## config.mk

```make
export PLATFORM = sky130hd
export DESIGN_NAME = uart_tx_packetizer_flat
export DESIGN_NICKNAME = d
export VERILOG_FILES = /design/src/rtl/uart_tx_packetizer_if.sv /design/src/rtl/uart_tx_packetizer.sv /design/src/flat_wrapper.sv
export SDC_FILE = /design/constraint.sdc
export NUM_CORES = 1
export LEC_CHECK = 0
export ABC_CLOCK_PERIOD_IN_PS = 2600
export CAP_MARGIN = 30
export CORE_UTILIZATION = 48
export CTS_CLUSTER_SIZE = 20
export DETAILED_ROUTE_END_ITERATION = 10
export HOLD_SLACK_MARGIN = 0.15
export PLACE_DENSITY_LB_ADDON = 0.12
export SLEW_MARGIN = 5
export SYNTH_ARGS = -nofsm -noshare
export SYNTH_HDL_FRONTEND = slang
export SYNTH_SLANG_ARGS = --single-unit
```

## constraint.sdc

```tcl
create_clock -name clk -period 2.6 [get_ports clk]
set_input_delay 0.52 -clock clk [delete_from_list [all_inputs] [get_ports clk]]
set_output_delay 0.52 -clock clk [all_outputs]
set_load 0.005 [all_outputs]
```

## src/rtl/uart_tx_packetizer_if.sv

```systemverilog
// Parallel result-bus handshake between the MVM output and the UART transmit packetizer.
interface uart_tx_packetizer_if #(
    parameter int W_BUS = 16
);
    logic [W_BUS-1:0] s_data;
    logic             s_valid;
    logic             s_ready;

    modport master (output s_data, output s_valid, input s_ready);
    modport slave  (input s_data, input s_valid, output s_ready);
endinterface

```

## src/rtl/uart_tx_packetizer.sv

```systemverilog
// Serialises one W_BUS-bit result bus into N_WORDS back-to-back UART frames on tx,
// word 0 (bus LSBs) first, each frame: start bit, data LSB first, high stop/padding.
module uart_tx_packetizer #(
    parameter int CLOCKS_PER_PULSE = 54,
    parameter int BITS_PER_WORD    = 8,
    parameter int PACKET_SIZE      = 13,
    parameter int W_BUS            = 16
) (
    input  logic                clk,
    input  logic                rst,
    uart_tx_packetizer_if.slave bus,
    output logic                tx,
    output logic                busy
);
    localparam int N_WORDS = W_BUS / BITS_PER_WORD;
    localparam int PULSE_W = $clog2(CLOCKS_PER_PULSE);
    localparam int BIT_W   = $clog2(PACKET_SIZE);
    localparam int WORD_W  = (N_WORDS > 1) ? $clog2(N_WORDS) : 1;

    localparam logic [PULSE_W-1:0] PULSE_LAST = PULSE_W'(CLOCKS_PER_PULSE - 1);
    localparam logic [BIT_W-1:0]   BIT_LAST   = BIT_W'(PACKET_SIZE - 1);
    localparam logic [BIT_W-1:0]   DATA_LAST  = BIT_W'(BITS_PER_WORD);
    localparam logic [WORD_W-1:0]  WORD_LAST  = WORD_W'(N_WORDS - 1);

    if (W_BUS % BITS_PER_WORD != 0) begin : g_bad_bus_width
        $fatal(1, "W_BUS must be a multiple of BITS_PER_WORD");
    end
    if (PACKET_SIZE < BITS_PER_WORD + 2) begin : g_bad_packet_size
        $fatal(1, "PACKET_SIZE must hold start, data and at least one stop bit");
    end
    if (CLOCKS_PER_PULSE < 2) begin : g_bad_pulse_len
        $fatal(1, "CLOCKS_PER_PULSE must be at least 2");
    end

    typedef enum logic [0:0] {IDLE = 1'b0, SEND = 1'b1} state_t;

    state_t              state_r, state_nxt_s;
    logic [PULSE_W-1:0]  pulse_r, pulse_nxt_s;
    logic [BIT_W-1:0]    bit_r, bit_nxt_s;
    logic [WORD_W-1:0]   word_r, word_nxt_s;
    logic [W_BUS-1:0]    data_r;
    logic [BITS_PER_WORD-1:0] word_byte_s;
    logic                accept_s;
    logic                tx_r, tx_nxt_s;
    logic                busy_r, busy_nxt_s;
    logic                ready_r, ready_nxt_s;

    // Line level of frame bit idx: 0 = start, 1..BITS_PER_WORD = data LSB first, rest high.
    function automatic logic frame_bit(input logic [BITS_PER_WORD-1:0] byte_v,
                                       input logic [BIT_W-1:0] idx);
        logic [BITS_PER_WORD-1:0] shifted_v;
        logic                     level_v;
        shifted_v = byte_v >> (idx - 1'b1);
        if (idx == '0) begin
            level_v = 1'b0;
        end else if (idx <= DATA_LAST) begin
            level_v = shifted_v[0];
        end else begin
            level_v = 1'b1;
        end
        return level_v;
    endfunction

    assign accept_s   = (state_r == IDLE) && bus.s_valid && ready_r;
    assign tx         = tx_r;
    assign busy       = busy_r;
    assign bus.s_ready = ready_r;

    // State, counters, captured bus and registered outputs.
    always_ff @(posedge clk) begin
        if (rst) begin
            state_r <= IDLE;
            pulse_r <= '0;
            bit_r   <= '0;
            word_r  <= '0;
            data_r  <= '0;
            tx_r    <= 1'b1;
            busy_r  <= 1'b0;
            ready_r <= 1'b0;
        end else begin
            state_r <= state_nxt_s;
            pulse_r <= pulse_nxt_s;
            bit_r   <= bit_nxt_s;
            word_r  <= word_nxt_s;
            tx_r    <= tx_nxt_s;
            busy_r  <= busy_nxt_s;
            ready_r <= ready_nxt_s;
            if (accept_s) begin
                data_r <= bus.s_data;
            end else begin
                data_r <= data_r;
            end
        end
    end

    // Next state and counter advance: pulse wraps into bit, bit wraps into word.
    always_comb begin
        state_nxt_s = state_r;
        pulse_nxt_s = pulse_r;
        bit_nxt_s   = bit_r;
        word_nxt_s  = word_r;
        case (state_r)
            IDLE: begin
                if (accept_s) begin
                    state_nxt_s = SEND;
                    pulse_nxt_s = '0;
                    bit_nxt_s   = '0;
                    word_nxt_s  = '0;
                end else begin
                    state_nxt_s = IDLE;
                end
            end
            SEND: begin
                if (pulse_r != PULSE_LAST) begin
                    pulse_nxt_s = pulse_r + 1'b1;
                end else begin
                    pulse_nxt_s = '0;
                    if (bit_r != BIT_LAST) begin
                        bit_nxt_s = bit_r + 1'b1;
                    end else begin
                        bit_nxt_s = '0;
                        if (word_r != WORD_LAST) begin
                            word_nxt_s = word_r + 1'b1;
                        end else begin
                            word_nxt_s  = '0;
                            state_nxt_s = IDLE;
                        end
                    end
                end
            end
            default: begin
                state_nxt_s = IDLE;
            end
        endcase
    end

    // Output values for the coming cycle, so tx/busy/s_ready are all flop outputs.
    always_comb begin
        word_byte_s = BITS_PER_WORD'(data_r >> (int'(word_nxt_s) * BITS_PER_WORD));
        tx_nxt_s    = 1'b1;
        busy_nxt_s  = 1'b0;
        ready_nxt_s = 1'b1;
        if (state_nxt_s == SEND) begin
            tx_nxt_s    = frame_bit(word_byte_s, bit_nxt_s);
            busy_nxt_s  = 1'b1;
            ready_nxt_s = 1'b0;
        end else begin
            tx_nxt_s    = 1'b1;
            busy_nxt_s  = 1'b0;
            ready_nxt_s = 1'b1;
        end
    end
endmodule
```

## src/flat_wrapper.sv

```systemverilog
// flat-port wrapper written by rule: the top's interface ports become plain ports
module uart_tx_packetizer_flat 
#(
    parameter int CLOCKS_PER_PULSE = 54,
    parameter int BITS_PER_WORD    = 8,
    parameter int PACKET_SIZE      = 13,
    parameter int W_BUS            = 16
)
  (clk, rst, tx, busy, bus_s_data, bus_s_valid, bus_s_ready);
  uart_tx_packetizer_if #(.W_BUS(W_BUS)) bus_i ();
  input  logic clk;
  input  logic rst;
  output logic tx;
  output logic busy;
  input wire logic [$bits(bus_i.s_data)-1:0] bus_s_data;
  input wire logic [$bits(bus_i.s_valid)-1:0] bus_s_valid;
  output wire logic [$bits(bus_i.s_ready)-1:0] bus_s_ready;
  assign bus_i.s_data = bus_s_data;
  assign bus_i.s_valid = bus_s_valid;
  assign bus_s_ready = bus_i.s_ready;
  uart_tx_packetizer #(.CLOCKS_PER_PULSE(CLOCKS_PER_PULSE), .BITS_PER_WORD(BITS_PER_WORD), .PACKET_SIZE(PACKET_SIZE), .W_BUS(W_BUS)) u_core (.clk(clk), .rst(rst), .bus(bus_i), .tx(tx), .busy(busy));
endmodule
```

* Yosys cells after proc, flatten, opt, wreduce, memory -nomap -nowiden
Cells that the tools add are included.
Storage, ports and cells: flip-flop bits (word level) 31, latch bits 0, bits in writable memories 0, ROM bits 0, input port bits 19, word-level logic and storage cells 45, memories 0
Cells by class: $add $sub $neg 4, $mul 0, div/mod/pow operators 0, magnitude comparators 1, equality and inequality tests 3, shift-type cells 2, mux-type cells 21, bitwise gates (word level) 2, reductions and logical operators 4
Operator list (count):
- 16-bit by 4-bit right shift with 8-bit output | 1
- 1-bit 2-to-1 mux | 12
- 4-bit 2-to-1 mux | 3
- 6-bit 2-to-1 mux | 2
- 6-bit one-hot mux with 2 select lines | 1
- 4-bit one-hot mux with 2 select lines | 1
- 8-bit by 4-bit right shift with 1-bit output | 1
- 6-bit by 1-bit adder with 6-bit output, second input constant | 1
- 6-bit != test, second input constant | 1
- 4-bit by 1-bit adder with 4-bit output, second input constant | 1
- 4-bit <= comparator, second input constant | 1
- 4-bit zero test | 1
- 4-bit != test, second input constant | 1
- 1-bit one-hot mux with 2 select lines | 2
- 4-bit by 1-bit subtractor with 4-bit output, second input constant | 1
- 1-bit logical AND | 2
- 2-bit by 1-bit != test with 1-bit output, second input constant | 1
- 1-bit NOT | 2
- 2-bit OR reduction | 1
- 1-bit adder, second input constant | 1

* Longest topological paths before layout
depth after elaboration 9, mapped depth 13, gate-level depth less buffers 11

* Least setup slack after synthesis
Ideal clock, no wire load.
path type reg-to-reg, start reg u_core.bit_r[0], end reg u_core.tx_r (netlist: u_core.tx), arrival 2418 ps, data required time 2538 ps, setup slack 121 ps, cell stages (with the launch flop) 14, path buffers 2, cells stage by stage dfxtp_1 > inv_1 > ha_1 > nand3_1 > inv_1 > o311a_1 > buf_6 > ha_1 > buf_6 > mux2i_1 > mux2_1 > a211oi_1 > o21ai_1 > nand3_1
On the way: cells in the longest elaborated chain, start to end 8, elaborated cells on any way between the ends 21, classes of those cells add/sub (2); order compare (1); eq/ne (1); shift (2); mux (12); bitwise (1); reduce/logical (2)
Ends and longest elaborated chain:
- start, declared | RTL line uart_tx_packetizer.sv:39 | logic [BIT_W-1:0] bit_r, bit_nxt_s;
- start signal, assigned | RTL line uart_tx_packetizer.sv:83 | bit_r <= bit_nxt_s;
- 4-bit by 1-bit adder with 4-bit output / 4-bit != test (equally long branches) | RTL line uart_tx_packetizer.sv:119, uart_tx_packetizer.sv:118
- 4-bit 2-to-1 mux / 1-bit 2-to-1 mux (equally long branches) | RTL line uart_tx_packetizer.sv:118 | if (bit_r != BIT_LAST) begin
- 4-bit 2-to-1 mux / 1-bit 2-to-1 mux (equally long branches) | RTL line uart_tx_packetizer.sv:114 | if (pulse_r != PULSE_LAST) begin
- 4-bit one-hot mux with 2 select lines / 1-bit one-hot mux with 2 select lines (equally long branches) | RTL line uart_tx_packetizer.sv:102 | case (state_r)
- 4-bit by 1-bit subtractor with 4-bit output / 16-bit by 4-bit right shift with 8-bit output (equally long branches) | RTL line uart_tx_packetizer.sv:53, uart_tx_packetizer.sv:139
- 8-bit by 4-bit right shift with 1-bit output | RTL line uart_tx_packetizer.sv:53 | shifted_v = byte_v >> (idx - 1'b1);
- 1-bit 2-to-1 mux | RTL line uart_tx_packetizer.sv:56 | end else if (idx <= DATA_LAST) begin
- 1-bit 2-to-1 mux | RTL line uart_tx_packetizer.sv:54 | if (idx == '0) begin
- end signal, assigned | RTL line uart_tx_packetizer.sv:85 | tx_r <= tx_nxt_s;
- end, declared | RTL line uart_tx_packetizer.sv:44 | logic tx_r, tx_nxt_s;
Several ways; a longest one is shown, not always the timed one. A chain may end at the register's enable or synchronous reset.

* Worst setup path after layout
start reg u_core.pulse_r[1], end reg u_core.tx_r (netlist: u_core.tx)
On the way: cells in the longest elaborated chain, start to end 7, elaborated cells on any way between the ends 16, classes of those cells add/sub (1); order compare (1); eq/ne (1); shift (2); mux (8); bitwise (1); reduce/logical (2)
Ends and longest elaborated chain:
- start, declared | RTL line uart_tx_packetizer.sv:38 | logic [PULSE_W-1:0] pulse_r, pulse_nxt_s;
- start signal, assigned | RTL line uart_tx_packetizer.sv:82 | pulse_r <= pulse_nxt_s;
- 6-bit != test * | RTL line uart_tx_packetizer.sv:114
- 4-bit 2-to-1 mux / 1-bit 2-to-1 mux (equally long branches) | RTL line uart_tx_packetizer.sv:114
- 4-bit one-hot mux with 2 select lines / 1-bit one-hot mux with 2 select lines (equally long branches) | RTL line uart_tx_packetizer.sv:102
- 4-bit by 1-bit subtractor with 4-bit output / 16-bit by 4-bit right shift with 8-bit output (equally long branches) | RTL line uart_tx_packetizer.sv:53, uart_tx_packetizer.sv:139
- 8-bit by 4-bit right shift with 1-bit output | RTL line uart_tx_packetizer.sv:53
- 1-bit 2-to-1 mux | RTL line uart_tx_packetizer.sv:56
- 1-bit 2-to-1 mux | RTL line uart_tx_packetizer.sv:54
Every way passes the cells marked *; elsewhere a longest branch is shown, timed or not.

==> run_results.csv <==
group,metric,value,unit
status,status,"complete, no violations",
final_layout,drive_gt1_share,15.07,%
yosys,synthCells,189,
yosys,yosysSeqAreaShare,37.88,%
final_layout,antenna_cells,0,
floorplanning,die_h,59.47,um
floorplanning,pin_count,22,
run,maxCapViolCount,0,
clocking,root_buffer,"clkbuf_4",
yosys,yosys-top-cells-area,"dfxtp_1 38%, nand2_1 9.5%, a21oi_1 7.9%",
grt,antenna_found_initial,0,
sta,slew_violations,0,
hold_path,min_path_type,"flop to flop",
clocking,cts_buffers,5,
sta,clock.fmax,416.6,MHz
clocking,clock_latency,0.33,ns
setup_path,cp_top_family,"compound AO/OA/AOI/OAI gates",
yosys,syn_area,1585,um^2
grt,grt_usage,22.23,%
sta,worst_slew_pin_slew,0.5554,ns
drt,vias_per_cell,5.376,
sta,layout_setup_ws,0.1995,ns
setup_path,cp_slowest_cell,"o311a_1",
setup_path,cp_max_fo,5,
setup_path,crit_path_max_incr_delay,0.36,ns
final_layout,multi_input_area,925.9,um^2
place,dpl-instance-area,1879,um^2
setup_path,crit_chain,"inv_1 > ha_1 > and2_4 > nand3_2 > o311a_1 > ha_4 > mux2i_1 > mux2_1 > a211oi_2 > o21ai_1 > nand3_1",
final_layout,areaGrowthSynthToFinish,22.65,%
setup_path,worst_setup_path_start_kind,"flop",
yosys,synth_edf_count,0,
floorplanning,dieArea,3537,um^2
power_and_ir_drop,p_total,0.8560,mW
floorplanning,rows,20,
final_layout,fin_cells,263,
setup_path,arrival,2.68,ns
yosys,ys_seq_elements,30,
drt,drc,0,
drt,wl_per_cell,12.95,um
yosys,yosys.cell_types.count,41,
final_layout,seqCellArea,603.1,um^2
grt,grt_max_degree,23,
sta,finalClockSkew,0.01236,ns
yosys,syn-num-nets,214,
clocking,hold_buffers,0,
sta,timing.final.hold_violations,0,
power_and_ir_drop,power_density,440.2,nW/um^2
clocking,cts_tree,"yes",
clocking,htreeDepth,2,
sta,rsz0062_at_grt,"no",
place,dp.cells,256,
setup_path,critPathCaptureType,"flop",
yosys,synth.top_cells.by_count,"40 x nand2_1, 30 x dfxtp_1, 25 x a21oi_1",
drt,first_pass_iters,5,
drt,wl,3406,um
yosys,yosysMostFrequentCell,"nand2_1",
yosys,synth_ff_type,"dfxtp_1",
setup_path,path_buf_inv,1,
power_and_ir_drop,ir_drop,0.2474,mV
setup_path,required,2.88,ns
place,dp.final_hpwl,2590,um
clocking,clkSinkCount,30,
setup_path,critical_path_class,"flop to flop",
sta,worst_slew_margin_rel,62.72,%
sta,finalCritPeriodShare,92.33,%
grt,overflow,0,
clocking,clk_pin_slew,0.09,ns
place,globalplace.congestion,0.8213,
yosys,synthArstFlopShare,0,%
power_and_ir_drop,p_leak,0.7384,nW
final_layout,nets,244,
clocking,clock_tree.buffer_depth,2,
sta,setup_viol,0,
yosys,yosysTopAreaCell,"dfxtp_1",
yosys,yosysWarnings,0,
place,post-place-ws,-0.1769,ns
clocking,post-cts-setup-buffer-count,0,
yosys,synthDominantCellAreaShare,37.88,%
final_layout,fin_area,1944,um^2
grt,grt_pass1_vias,1325,
sta,fin_crit,2.400,ns
drt,antenna_left,0,
floorplanning,core,3103,um^2
drt,initialDrtViolationCount,66,
final_layout,fillers,296,
grt,grt_pass1_wl,5713,um
drt,via_count,1414,
yosys,avgSynthCellArea,8.388,um^2
sta,setup-tns-final,0,ns
place,io_buffers,21,
floorplanning,die_w,59.47,um
floorplanning,initial_core_util,51.09,%
[where the power goes]
| group | internal, mW | switching, mW | leakage, nW |
|---|---|---|---|
| Combinational | 0.0598 | 0.0506 | 0.468 |
| Clock | 0.102 | 0.154 | 0.0254 |
| Sequential | 0.476 | 0.0134 | 0.245 |
[path summary, 6_finish.rpt]
check | slack [ns] | startpoint | endpoint | depth (start not counted)
max | 0.20 | u_core.pulse_r[1] | u_core.tx | 11
min | 0.46 | u_core.data_r[10] | u_core.data_r[10] | 2
max reg2reg | 0.20 | u_core.pulse_r[1] | u_core.tx | 11
min reg2reg | 0.46 | u_core.data_r[10] | u_core.data_r[10] | 2
[per-stage QoR]
| stage | hold slack (ns) | utilization [%] |
|---|---|---|
| 4_1_cts | 0.4615 | 62.02 |
| 2_1_floorplan | 0.4331 | - |
| 3_3_place_gp | 0.4474 | 60.56 |
| 5_1_grt | 0.4719 | 62.66 |
| 3_5_place_dp | 0.4481 | 60.56 |
| 6_report | 0.4595 | 62.66 |
[cells in the final DEF (no fill, tap or decap), types with 3 or more instances in the layout]
| cell | count |
|---|---|
| dfxtp_1 | 28 |
| nor2b_1 | 4 |
| a21oi_1 | 25 |
| inv_1 | 4 |
| a211oi_2 | 3 |
| ha_1 | 5 |
| clkbuf_4 | 5 |
| nand2_1 | 40 |
| o21ai_0 | 3 |
| mux2i_1 | 6 |
| clkdlybuf4s50_1 | 21 |
| buf_4 | 12 |
| nand3_1 | 10 |
| nor2_1 | 14 |
[cell type report]
type | count | share of cell area, %
Sequential cell | 30 | 31.02
Multi-Input combinational cell | 145 | 47.62
Timing Repair Buffer | 33 | 15.44
Clock buffer | 7 | 2.317
Inverter | 4 | 0.7722
Tap cell | 44 | 2.831
[flip-flops by register name, summed over array words and instances (netlist names)]
name and count:
u_core.state_r 1, u_core.pulse_r 6, u_core.tx 1, u_core.bit_r 4, u_core.data_r 16, u_core.bus.s_ready 1
u_core.word_r 1
[per-layer routing]
layer / GRT usage (%) / up-vias / part of all wire, %
met5: 0 / - / 0
met4: 10.20 / 0 / 1.8
met3: 5.895 / 9 / 4.0
met2: 39.17 / 30 / 50
met1: 24.73 / 649 / 44
li1: - / 726 / -
[repair_timing]
| action | CTS | global route |
|---|---|---|
| hold endpoints to repair | 0 | 0 |
| gates resized for setup | 0 | 4 |
| endpoints found under the setup margin | 0 | 1 |
[worst register-to-register path, cell delays in order (launching register included)]
cell	delay (ns)
dfxtp_1	0.34
inv_1	0.06
ha_1	0.19
and2_4	0.19
nand3_2	0.10
o311a_1	0.36
ha_4	0.30
mux2i_1	0.06
mux2_1	0.34
a211oi_2	0.23
o21ai_1	0.10
nand3_1	0.08
[cell families (layout without fill, tap and decap cells)]
family	after synthesis	in the layout	synth area share [%]
buffers and inverters	14	44	4.814
flip-flops	30	30	37.89
AND/OR/NAND/NOR	85	85	27.47
AO/OA/AOI/OAI	46	46	19.18
multiplexers	8	8	5.919
adder cells (fa/ha/maj)	6	6	4.735
Note: power is estimated with default switching activity, not from simulation.
